===== src/rtl/nanov_muldiv_pkg.sv =====
// Shared definitions for the nanoV bit-serial M-extension unit: op codes, FSM states, op decode helpers.
// Latency: n/a (declarations only).
// Backpressure: n/a.
// Optional feature macro used by importers: NANOV_MULDIV_DIV_EN (division ops 4-7).
package nanov_muldiv_pkg;

    // funct3 encodings of the RV32M/RV64M instructions
    localparam logic [2:0] OP_MUL    = 3'd0;
    localparam logic [2:0] OP_MULH   = 3'd1;
    localparam logic [2:0] OP_MULHSU = 3'd2;
    localparam logic [2:0] OP_MULHU  = 3'd3;
    localparam logic [2:0] OP_DIV    = 3'd4;
    localparam logic [2:0] OP_DIVU   = 3'd5;
    localparam logic [2:0] OP_REM    = 3'd6;
    localparam logic [2:0] OP_REMU   = 3'd7;

    typedef enum logic [2:0] {
        IDLE = 3'd0,
        LOAD = 3'd1,
        SIGN = 3'd2,
        CALC = 3'd3,
        FIX  = 3'd4,
        OUT  = 3'd5
    } state_t;

    function automatic logic is_signed_a(input logic [2:0] op);
        return (op == OP_MULH) || (op == OP_MULHSU) || (op == OP_DIV) || (op == OP_REM);
    endfunction

    function automatic logic is_signed_b(input logic [2:0] op);
        return (op == OP_MULH) || (op == OP_DIV) || (op == OP_REM);
    endfunction

    function automatic logic is_div(input logic [2:0] op);
        return op[2];
    endfunction

    function automatic logic is_high(input logic [2:0] op);
        return (op == OP_MULH) || (op == OP_MULHSU) || (op == OP_MULHU);
    endfunction

    function automatic logic is_rem(input logic [2:0] op);
        return (op == OP_REM) || (op == OP_REMU);
    endfunction

endpackage


===== src/rtl/nanov_muldiv_cneg.sv =====
// Conditional two's-complement negator: q = neg ? -d : d, W bits wide.
// Latency: combinational, zero cycles.
// Backpressure: none.
// Ports: d (operand), neg (negate enable), q (result).
module nanov_muldiv_cneg #(
    parameter int W = 32
) (
    input  logic [W-1:0] d,
    input  logic         neg,
    output logic [W-1:0] q
);

    assign q = neg ? (~d + W'(1)) : d;

endmodule


===== src/rtl/nanov_muldiv.sv =====
// Bit-serial RISC-V M unit: LSB-first operands in, shift-add multiply / restoring divide, LSB-first result out.
// Latency: fixed 3*XLEN+2 cycles start-to-idle; result bits in cycles 2*XLEN+2..3*XLEN+1 after start.
// Backpressure: none; start is ignored while busy, the core must wait for busy=0.
// Ports: clk, rstn (async active-low), start/op/a_in/b_in (request), busy, result_valid/result_out (serial result).
// Macro NANOV_MULDIV_DIV_EN compiles in the divider; without it ops 4-7 keep the same timing and return 0.
module nanov_muldiv
    import nanov_muldiv_pkg::*;
#(
    parameter int XLEN = 32
) (
    input  logic       clk,
    input  logic       rstn,
    input  logic       start,
    input  logic [2:0] op,
    input  logic       a_in,
    input  logic       b_in,
    output logic       busy,
    output logic       result_valid,
    output logic       result_out
);

    localparam int             CW       = $clog2(XLEN);
    localparam logic [CW-1:0]  CNT_LAST = CW'(XLEN - 1);

    state_t              state;
    logic [CW-1:0]       cnt;
    logic [2:0]          op_q;
    logic [XLEN-1:0]     a_q;      // operand A; doubles as the quotient shift register when dividing
    logic [XLEN-1:0]     b_q;
    logic                neg_a;
    logic                neg_b;
    logic [2*XLEN-1:0]   prod;     // {accumulator, multiplier}; holds the full product after CALC
    logic [XLEN-1:0]     res;      // outgoing result; bit 0 is the pin

    logic [XLEN-1:0]     a_mag;
    logic [XLEN-1:0]     b_mag;
    logic                a_is_neg;
    logic                b_is_neg;
    logic [XLEN:0]       mul_sum;
    logic [2*XLEN-1:0]   prod_nxt;
    logic [2*XLEN-1:0]   fix_in;
    logic                fix_neg;
    logic [2*XLEN-1:0]   fixed;
    logic [XLEN-1:0]     res_sel;

`ifdef NANOV_MULDIV_DIV_EN
    logic [XLEN-1:0]     rem;
    logic                b_nz;
    logic [XLEN:0]       trial;

    // rem < B always holds, so the shifted remainder fits XLEN+1 bits and bit XLEN is the borrow
    assign trial = {rem, a_q[XLEN-1]} - {1'b0, b_q};
`endif

    assign a_is_neg = a_q[XLEN-1] & is_signed_a(op_q);
    assign b_is_neg = b_q[XLEN-1] & is_signed_b(op_q);

    nanov_muldiv_cneg #(.W(XLEN)) u_neg_a (
        .d   (a_q),
        .neg (a_is_neg),
        .q   (a_mag)
    );

    nanov_muldiv_cneg #(.W(XLEN)) u_neg_b (
        .d   (b_q),
        .neg (b_is_neg),
        .q   (b_mag)
    );

    // One radix-2 step: add the multiplicand into the top half when the multiplier LSB is set,
    // then shift right keeping the adder carry.
    assign mul_sum  = {1'b0, prod[2*XLEN-1:XLEN]} + (prod[0] ? {1'b0, a_q} : {(XLEN+1){1'b0}});
    assign prod_nxt = {mul_sum, prod[XLEN-1:1]};

    always_comb begin
        fix_in  = prod;
        fix_neg = neg_a ^ neg_b;
`ifdef NANOV_MULDIV_DIV_EN
        if (is_div(op_q)) begin
            if (is_rem(op_q)) begin
                fix_in  = {{XLEN{1'b0}}, rem};
                fix_neg = neg_a;
            end else begin
                // a zero divisor leaves the all-ones quotient un-negated
                fix_in  = {{XLEN{1'b0}}, a_q};
                fix_neg = (neg_a ^ neg_b) & b_nz;
            end
        end
`endif
    end

    nanov_muldiv_cneg #(.W(2*XLEN)) u_neg_res (
        .d   (fix_in),
        .neg (fix_neg),
        .q   (fixed)
    );

    always_comb begin
        res_sel = is_high(op_q) ? fixed[2*XLEN-1:XLEN] : fixed[XLEN-1:0];
`ifdef NANOV_MULDIV_DIV_EN
`else
        if (is_div(op_q)) begin
            res_sel = '0;
        end
`endif
    end

    assign result_out = res[0];

    always_ff @(posedge clk or negedge rstn) begin
        if (!rstn) begin
            state        <= IDLE;
            busy         <= 1'b0;
            result_valid <= 1'b0;
            cnt          <= '0;
            op_q         <= '0;
            a_q          <= '0;
            b_q          <= '0;
            neg_a        <= 1'b0;
            neg_b        <= 1'b0;
            prod         <= '0;
            res          <= '0;
`ifdef NANOV_MULDIV_DIV_EN
            rem          <= '0;
            b_nz         <= 1'b0;
`endif
        end else begin
            case (state)
                IDLE: begin
                    if (start) begin
                        op_q  <= op;
                        a_q   <= {a_in, a_q[XLEN-1:1]};
                        b_q   <= {b_in, b_q[XLEN-1:1]};
                        cnt   <= CW'(1);
                        busy  <= 1'b1;
                        state <= LOAD;
                    end
                end
                LOAD: begin
                    a_q <= {a_in, a_q[XLEN-1:1]};
                    b_q <= {b_in, b_q[XLEN-1:1]};
                    cnt <= cnt + CW'(1);
                    if (cnt == CNT_LAST) begin
                        cnt   <= '0;
                        state <= SIGN;
                    end
                end
                SIGN: begin
                    neg_a <= a_is_neg;
                    neg_b <= b_is_neg;
                    a_q   <= a_mag;
                    b_q   <= b_mag;
                    prod  <= {{XLEN{1'b0}}, b_mag};
`ifdef NANOV_MULDIV_DIV_EN
                    rem   <= '0;
                    b_nz  <= |b_q;
`endif
                    state <= CALC;
                end
                CALC: begin
`ifdef NANOV_MULDIV_DIV_EN
                    if (is_div(op_q)) begin
                        if (trial[XLEN]) begin
                            rem <= {rem[XLEN-2:0], a_q[XLEN-1]};
                        end else begin
                            rem <= trial[XLEN-1:0];
                        end
                        a_q <= {a_q[XLEN-2:0], ~trial[XLEN]};
                    end else begin
                        prod <= prod_nxt;
                    end
`else
                    prod <= prod_nxt;
`endif
                    cnt <= cnt + CW'(1);
                    if (cnt == CNT_LAST) begin
                        cnt   <= '0;
                        state <= FIX;
                    end
                end
                FIX: begin
                    res          <= res_sel;
                    result_valid <= 1'b1;
                    state        <= OUT;
                end
                OUT: begin
                    // zero fill leaves res cleared once the last bit has gone out
                    res <= {1'b0, res[XLEN-1:1]};
                    cnt <= cnt + CW'(1);
                    if (cnt == CNT_LAST) begin
                        cnt          <= '0;
                        busy         <= 1'b0;
                        result_valid <= 1'b0;
                        state        <= IDLE;
                    end
                end
                default: begin
                    busy         <= 1'b0;
                    result_valid <= 1'b0;
                    state        <= IDLE;
                end
            endcase
        end
    end

endmodule


===== config.mk =====
export PLATFORM = sky130hd
export DESIGN_NAME = nanov_muldiv
export DESIGN_NICKNAME = d
export VERILOG_FILES = /design/src/rtl/nanov_muldiv_pkg.sv /design/src/rtl/nanov_muldiv_cneg.sv /design/src/rtl/nanov_muldiv.sv
export SDC_FILE = /design/constraint.sdc
export NUM_CORES = 1
export LEC_CHECK = 0
export ABC_AREA = 1
export CORE_ASPECT_RATIO = 1.4
export CORE_UTILIZATION = 38
export CTS_CLUSTER_DIAMETER = 40
export DETAILED_ROUTE_END_ITERATION = 16
export GPL_TIMING_DRIVEN = 0
export PLACE_DENSITY = 0.65
export SETUP_SLACK_MARGIN = 0.15
export SYNTH_ARGS = -nofsm -noshare
export SYNTH_HDL_FRONTEND = slang
export SYNTH_HIERARCHICAL = 1
export SYNTH_SLANG_ARGS = --single-unit

===== constraint.sdc =====
create_clock -name clk -period 2.57 [get_ports clk]
set_clock_uncertainty 0.05 [all_clocks]
set_input_delay 0.514 -clock clk [delete_from_list [all_inputs] [get_ports clk]]
set_output_delay 0.514 -clock clk [all_outputs]
set_load 0.02 [all_outputs]

; ---- Word level (Yosys, flattened, before mapping)
; Index checks and enable logic that the tools add are counted.
[totals]
in_bits = 8
out_inout_bits = 3
reg_bits = 175
elab_cells = 85
[classes]
n_addsub = 5
mux = 24
eq_ne = 16
bitwise_logic = 8
n_reduce_logical = 21
[op_table]
columns = operator, count
row1 = 32-bit 2-to-1 mux, 7
row2 = 32-bit case mux with 3 select lines, 2
row3 = 64-bit case mux with 2 select lines, 1
row4 = 32-bit by 1-bit adder with 32-bit output (second input constant), 2
row5 = 64-bit by 1-bit adder with 64-bit output (second input constant), 1
row6 = 64-bit 2-to-1 mux, 1
row7 = 32-bit inverter, 2
row8 = 64-bit inverter, 1
row9 = 32-bit case mux with 2 select lines, 1
row10 = 32-bit by 32-bit adder with 33-bit output, 1
row11 = 3-bit case mux with 6 select lines, 1
row12 = 3-bit by 2-bit equality test with 1-bit output (second input constant), 4
row13 = 3-bit equality test (second input constant), 4
row14 = 3-bit 2-to-1 mux, 4
row15 = 5-bit 2-to-1 mux, 2
row16 = 5-bit case mux with 2 select lines, 1
row17 = 2-bit != test (second input constant), 4
row18 = 2-bit AND reduction, 4
row19 = 4-bit OR reduction, 2
row20 = 3-bit by 1-bit equality test with 1-bit output (second input constant), 2
row21 = 1-bit logical OR, 6
row22 = 1-bit case mux with 3 select lines, 2
row23 = 3-bit AND reduction, 2
row24 = 2-bit nonzero test, 3
row25 = other kinds (11), 14

; ---- Longest topological paths before layout
[depth]
depth_word = 7
depth_mapped = 18
ltp_nobuf = 16

; ---- By module
; The synthesis kept the hierarchy.
[by_module_without_submodules]
columns = module, area_each_um2, cells_each, seq_area_each_um2, n_inst
row1 = nanov_muldiv, 10583.9, 1514, 4379.2, 1
row2 = nanov_muldiv_cneg at u_neg_res, 2466.1, 498, 0.0, 1
row3 = nanov_muldiv_cneg at u_neg_a ..., 1108.6, 227, 0.0, 2

; ---- Worst setup path before layout
; No wires, ideal clock.
[synth_path]
path_type = reg-to-reg
startpoint = register prod[0] (netlist: fix_in[0])
endpoint = register prod[47] (netlist: fix_in[47])
synth_period_minus_slack_ns = 2.448
required_time_ns = 2.394
setup_slack_ns = 0.122
n_path_buf = 2
setup_time_ns = 0.126
path_stages_with_launch = 18
arrival_time_ns = 2.272
path_cell_list = dfrtp_1 > clkbuf_1 > clkbuf_1 > nand2_1 > inv_1 > ha_1 > inv_1 > fa_1 > inv_1 > nand3_1 > nand3_1 > nand2_1 > nand2_1 > nand3_1 > nand2_1 > nand2_1 > nand2_1 > o21ai_0
[synth_via]
elab_chain_len = 3
[synth_rtl]
columns = item, line
row1 = "start, declared", nanov_muldiv.sv:32  ; logic [2*XLEN-1:0] prod;
row2 = "start signal, assigned", nanov_muldiv.sv:153  ; prod <= {{XLEN{1'b0}}, b_mag};
row3 = "start signal, assigned", nanov_muldiv.sv:173  ; prod <= prod_nxt;
row4 = 32-bit 2-to-1 mux, nanov_muldiv.sv:72  ; assign mul_sum = {1'b0, prod[2*XLEN-1:XLEN]} + (prod[0] ? {1'b0, a_q} : {(XLEN+1){1'b0}});
row5 = 32-bit by 32-bit adder with 33-bit output, nanov_muldiv.sv:72
row6 = 64-bit case mux with 2 select lines, nanov_muldiv.sv:128  ; case (state)
; Every way passes these cells.
; A chain may end at the register's enable or synchronous reset.

; ---- Worst setup path after layout
[layout_path]
startpoint = register prod[38] (netlist: fix_in[38])
endpoint = register res[17]
[layout_via]
elab_chain_len = 6
[layout_rtl]
columns = item, line
row1 = 64-bit inverter, nanov_muldiv_cneg.sv:13  ; assign q = neg ? (~d + W'(1)) : d;
row2 = 64-bit by 1-bit adder with 64-bit output, nanov_muldiv_cneg.sv:13
row3 = 64-bit 2-to-1 mux, nanov_muldiv_cneg.sv:13
row4 = via fixed[49], nanov_muldiv.sv:43  ; logic [2*XLEN-1:0] fixed;
row5 = 32-bit 2-to-1 mux, nanov_muldiv.sv:99  ; res_sel = is_high(op_q) ? fixed[2*XLEN-1:XLEN] : fixed[XLEN-1:0];
row6 = 32-bit 2-to-1 mux, nanov_muldiv.sv:102  ; if (is_div(op_q)) begin
row7 = 32-bit case mux with 2 select lines, nanov_muldiv.sv:128
row8 = "end signal, assigned", nanov_muldiv.sv:182  ; res <= res_sel;
row9 = "end signal, assigned", nanov_muldiv.sv:188  ; res <= {1'b0, res[XLEN-1:1]};
row10 = "end, declared", nanov_muldiv.sv:33  ; logic [XLEN-1:0] res;
; The timed path passes the listed nets, and every way through them passes these cells.

==> flow_summary_export.csv <==
group,metric,value,unit
run_status,status,"finished clean",
die,die_w,171,um
clock_tree,clock_sinks,175,
clock_tree,path_clk_slew,80,ps
power,irDropWorstVdd,0.000640,V
timing,holdWs,44.5,ps
drt,via_per_inst,5.26,
clock_tree,cts_buffers,17,
critical_path,end_kind,"flip-flop",
drt,firstDrtPassIters,6,
critical_path,r2r_slack,210,ps
timing,slew_violations,0,
global_route,grt_pass1_vias,15300,
timing,timing.fmax,0.424,GHz
finish,layout_commonest_cell,"nand2_1",
placed_design,dp_hpwl,40.9,mm
global_route,antenna_found_initial,0,
timing,setup_viol,0,
finish,layout-drive-gt1-share,0.135,
critical_path,arrival,2660,ps
synth,ys_types,47,
critical_path,crit_fanout,6,
die,num_io_pins,11,
global_route,grt_max_degree,102,
placed_design,pre_cts_slack,-637,ps
finish,design_area,17600,um2
critical_path,r2r_cells,11,
timing,rsz0062_at_grt,"yes",
critical_path,r2r_start,"fix_in[38]$_DFFE_PN0P_",
finish,antennaDiodeCount,0,
synth,syn_inst,2466,
clock_tree,ctsHoldBuffers,0,
timing,min_period,2360,ps
finish,layout_common_cells,"nand2_1 (867), nor2_1 (294), inv_1 (280)",
drt,vias,16100,
power,power.leakage,8.79,nW
die,core-area,39500,um2
finish,fin_cells,3057,
critical_path,crit_type,"reg -> reg",
die,start_util,0.387,
die,chipHeight,239,um
finish,fillerInstances,4101,
flow_run,maxCapViolations,0,
placed_design,portBuffers,10,
drt,post-route-drc-count,0,
clock_tree,cts_buffer_depth,2,
finish,nets,2562,
drt,postRouteAntennaNets,0,
finish,area_growth,15.0,%
power,powerDensity,1540,nW/um2
global_route,grtUsageTotal,0.257,
clock_tree,cts-root-buf,"clkbuf_16",
die,die-area,41000,um2
finish,final_core_util,0.445,
placed_design,placedCellCount,3005,
synth,ys_seq_area_frac,0.287,
placed_design,place_area,16100,um2
timing,worstMarginPinSlew,800,ps
drt,drt_iter0_drc,1382,
synth,syn_nets,2512,
synth,ys_seq_elements,175,
placed_design,gp_congestion,1.01,
die,rows,86,
clock_tree,clk_latency,470,ps
clock_tree,cts_max_level,4,
synth,syn_area_per_cell,6.19,um2
clock_tree,cts_tree,"built",
timing,fin_ws,211,ps
global_route,grt_pass1_wl,81.5,mm
synth,syn-cell-area,15300,um2
critical_path,required,2870,ps
drt,avgRoutedWirePerCell,17.0,um
timing,maxSlewHeadroom,0.466,
global_route,overflow,0,
timing,post-route-period-util,0.918,
timing,final_hold_viol_count,0,
drt,routed_wl,51.8,mm
critical_path,rr_endpoint,"res[17]$_DFFE_PN0P_",
critical_path,start_kind,"flip-flop",
synth,yosysWarnings,6,
worst_hold_path,hold_class,"in -> async",
[registers in the layout, indices dropped and copies added, names as in the netlist]
register      flops
state             3
res              32
neg_a             1
op_q              3
cnt               5
result_valid      1
a_q              32
b_q              32
busy              1
neg_b             1
fix_in           64
[logic make-up after synthesis]
kind of cell,Yosys count,share of synthesized area
and+or+nand+nor,1504,0.420
xor gates and xnor gates,65,0.0378
muxes,1,0.000738
DFF,175,0.287
buffers and inverters,391,0.104
adders and majority gates,38,0.0316
AOI/OAI and AO/OA,292,0.118
[layout make-up]
class,count,area (um2),area share
Tap cell,528,661,0.0376
Timing Repair Buffer,30,293,0.0167
Clock buffer,17,425,0.0242
Clock inverter,15,210,0.0120
Buffer,87,507,0.0289
Sequential cell,175,4380,0.250
Inverter,304,1160,0.0658
Multi-Input combinational cell,1901,9920,0.565
[timing repair]
item	CTS	global route
endpoints found under the setup margin	124	101
cloned	0	2
buffers inserted	10	8
pin swaps	7	24
gates resized for setup	49	144
[worst max-delay path by stage]
stage | cells past startpoint | slack [ps] | to | start
2_1_floorplan | 17 | 220 | fix_in[47]$_DFFE_PN0P_ | fix_in[0]$_DFFE_PN0P_
3_3_place_gp | 1 | -6720 | fix_in[54]$_DFFE_PN0P_ | rstn
3_5_place_dp | 17 | -640 | fix_in[47]$_DFFE_PN0P_ | fix_in[0]$_DFFE_PN0P_
4_1_cts | 11 | 90 | res[2]$_DFFE_PN0P_ | fix_in[0]$_DFFE_PN0P_
5_1_grt | 11 | 120 | res[16]$_DFFE_PN0P_ | fix_in[0]$_DFFE_PN0P_
6_report | 11 | 210 | res[17]$_DFFE_PN0P_ | fix_in[38]$_DFFE_PN0P_
[report_power, final]
part	internal, mW	leakage, nW	switching, mW
logic	6.43	6.26	12.3
clock network	1.34	0.300	1.44
registers	3.86	2.23	1.67
[per-stage QoR]
| step | power [mW] | TNS [ps] |
|---|---|---|
| after CTS | 25.9 | 0 |
| after floorplan | 17.6 | 0 |
| after detailed placement | 22.7 | -18630 |
| after global placement | 22.5 | -1190510 |
| final | 27.0 | 0 |
| after global routing | 29.2 | 0 |
[critical path, stage by stage, from the launching register on]
cell and delay [ps]:
dfrtp_1 510, nor2_2 260, nand3_1 140, nor2_1 260, nand2_1 180, nor2_1 110, nand2_1 80, nand2_1 60
nand2_1 50, nand2_1 130, nor2_1 100, o311ai_0 320
[Yosys cell counts, drive strengths merged]
cell	count	area, um2
o21ai	122	697
o221ai	6	52.6
mux2	1	11.3
o31ai	1	12.5
o22a	1	8.76
xor2	33	297
nor3	7	35.0
a31oi	36	225
fa	1	20.0
ha	37	463
o211ai	12	90.1
nand3b	8	60.1
o311ai	30	263
a32o	2	20.0
xnor2	32	280
nand2	928	3560
inv	304	1150
dfrtp	175	4380
o32ai	2	17.5
buf	53	313
a21oi	71	355
a21o	1	7.51
o21bai	5	37.5
or2	1	6.26
clkbuf	34	128
o22ai	2	12.5
nand3	138	738
a21boi	1	7.51
nand4	55	344
nor2	367	1680
[metal layers]
layer,global-route usage,vias up,part of all wire
li1,-,7948,-
met1,0.300,7560,0.41
met2,0.462,459,0.50
met3,0.0280,123,0.039
met4,0.127,0,0.049
met5,0,-,0
Power figures use the tool's default switching activity.
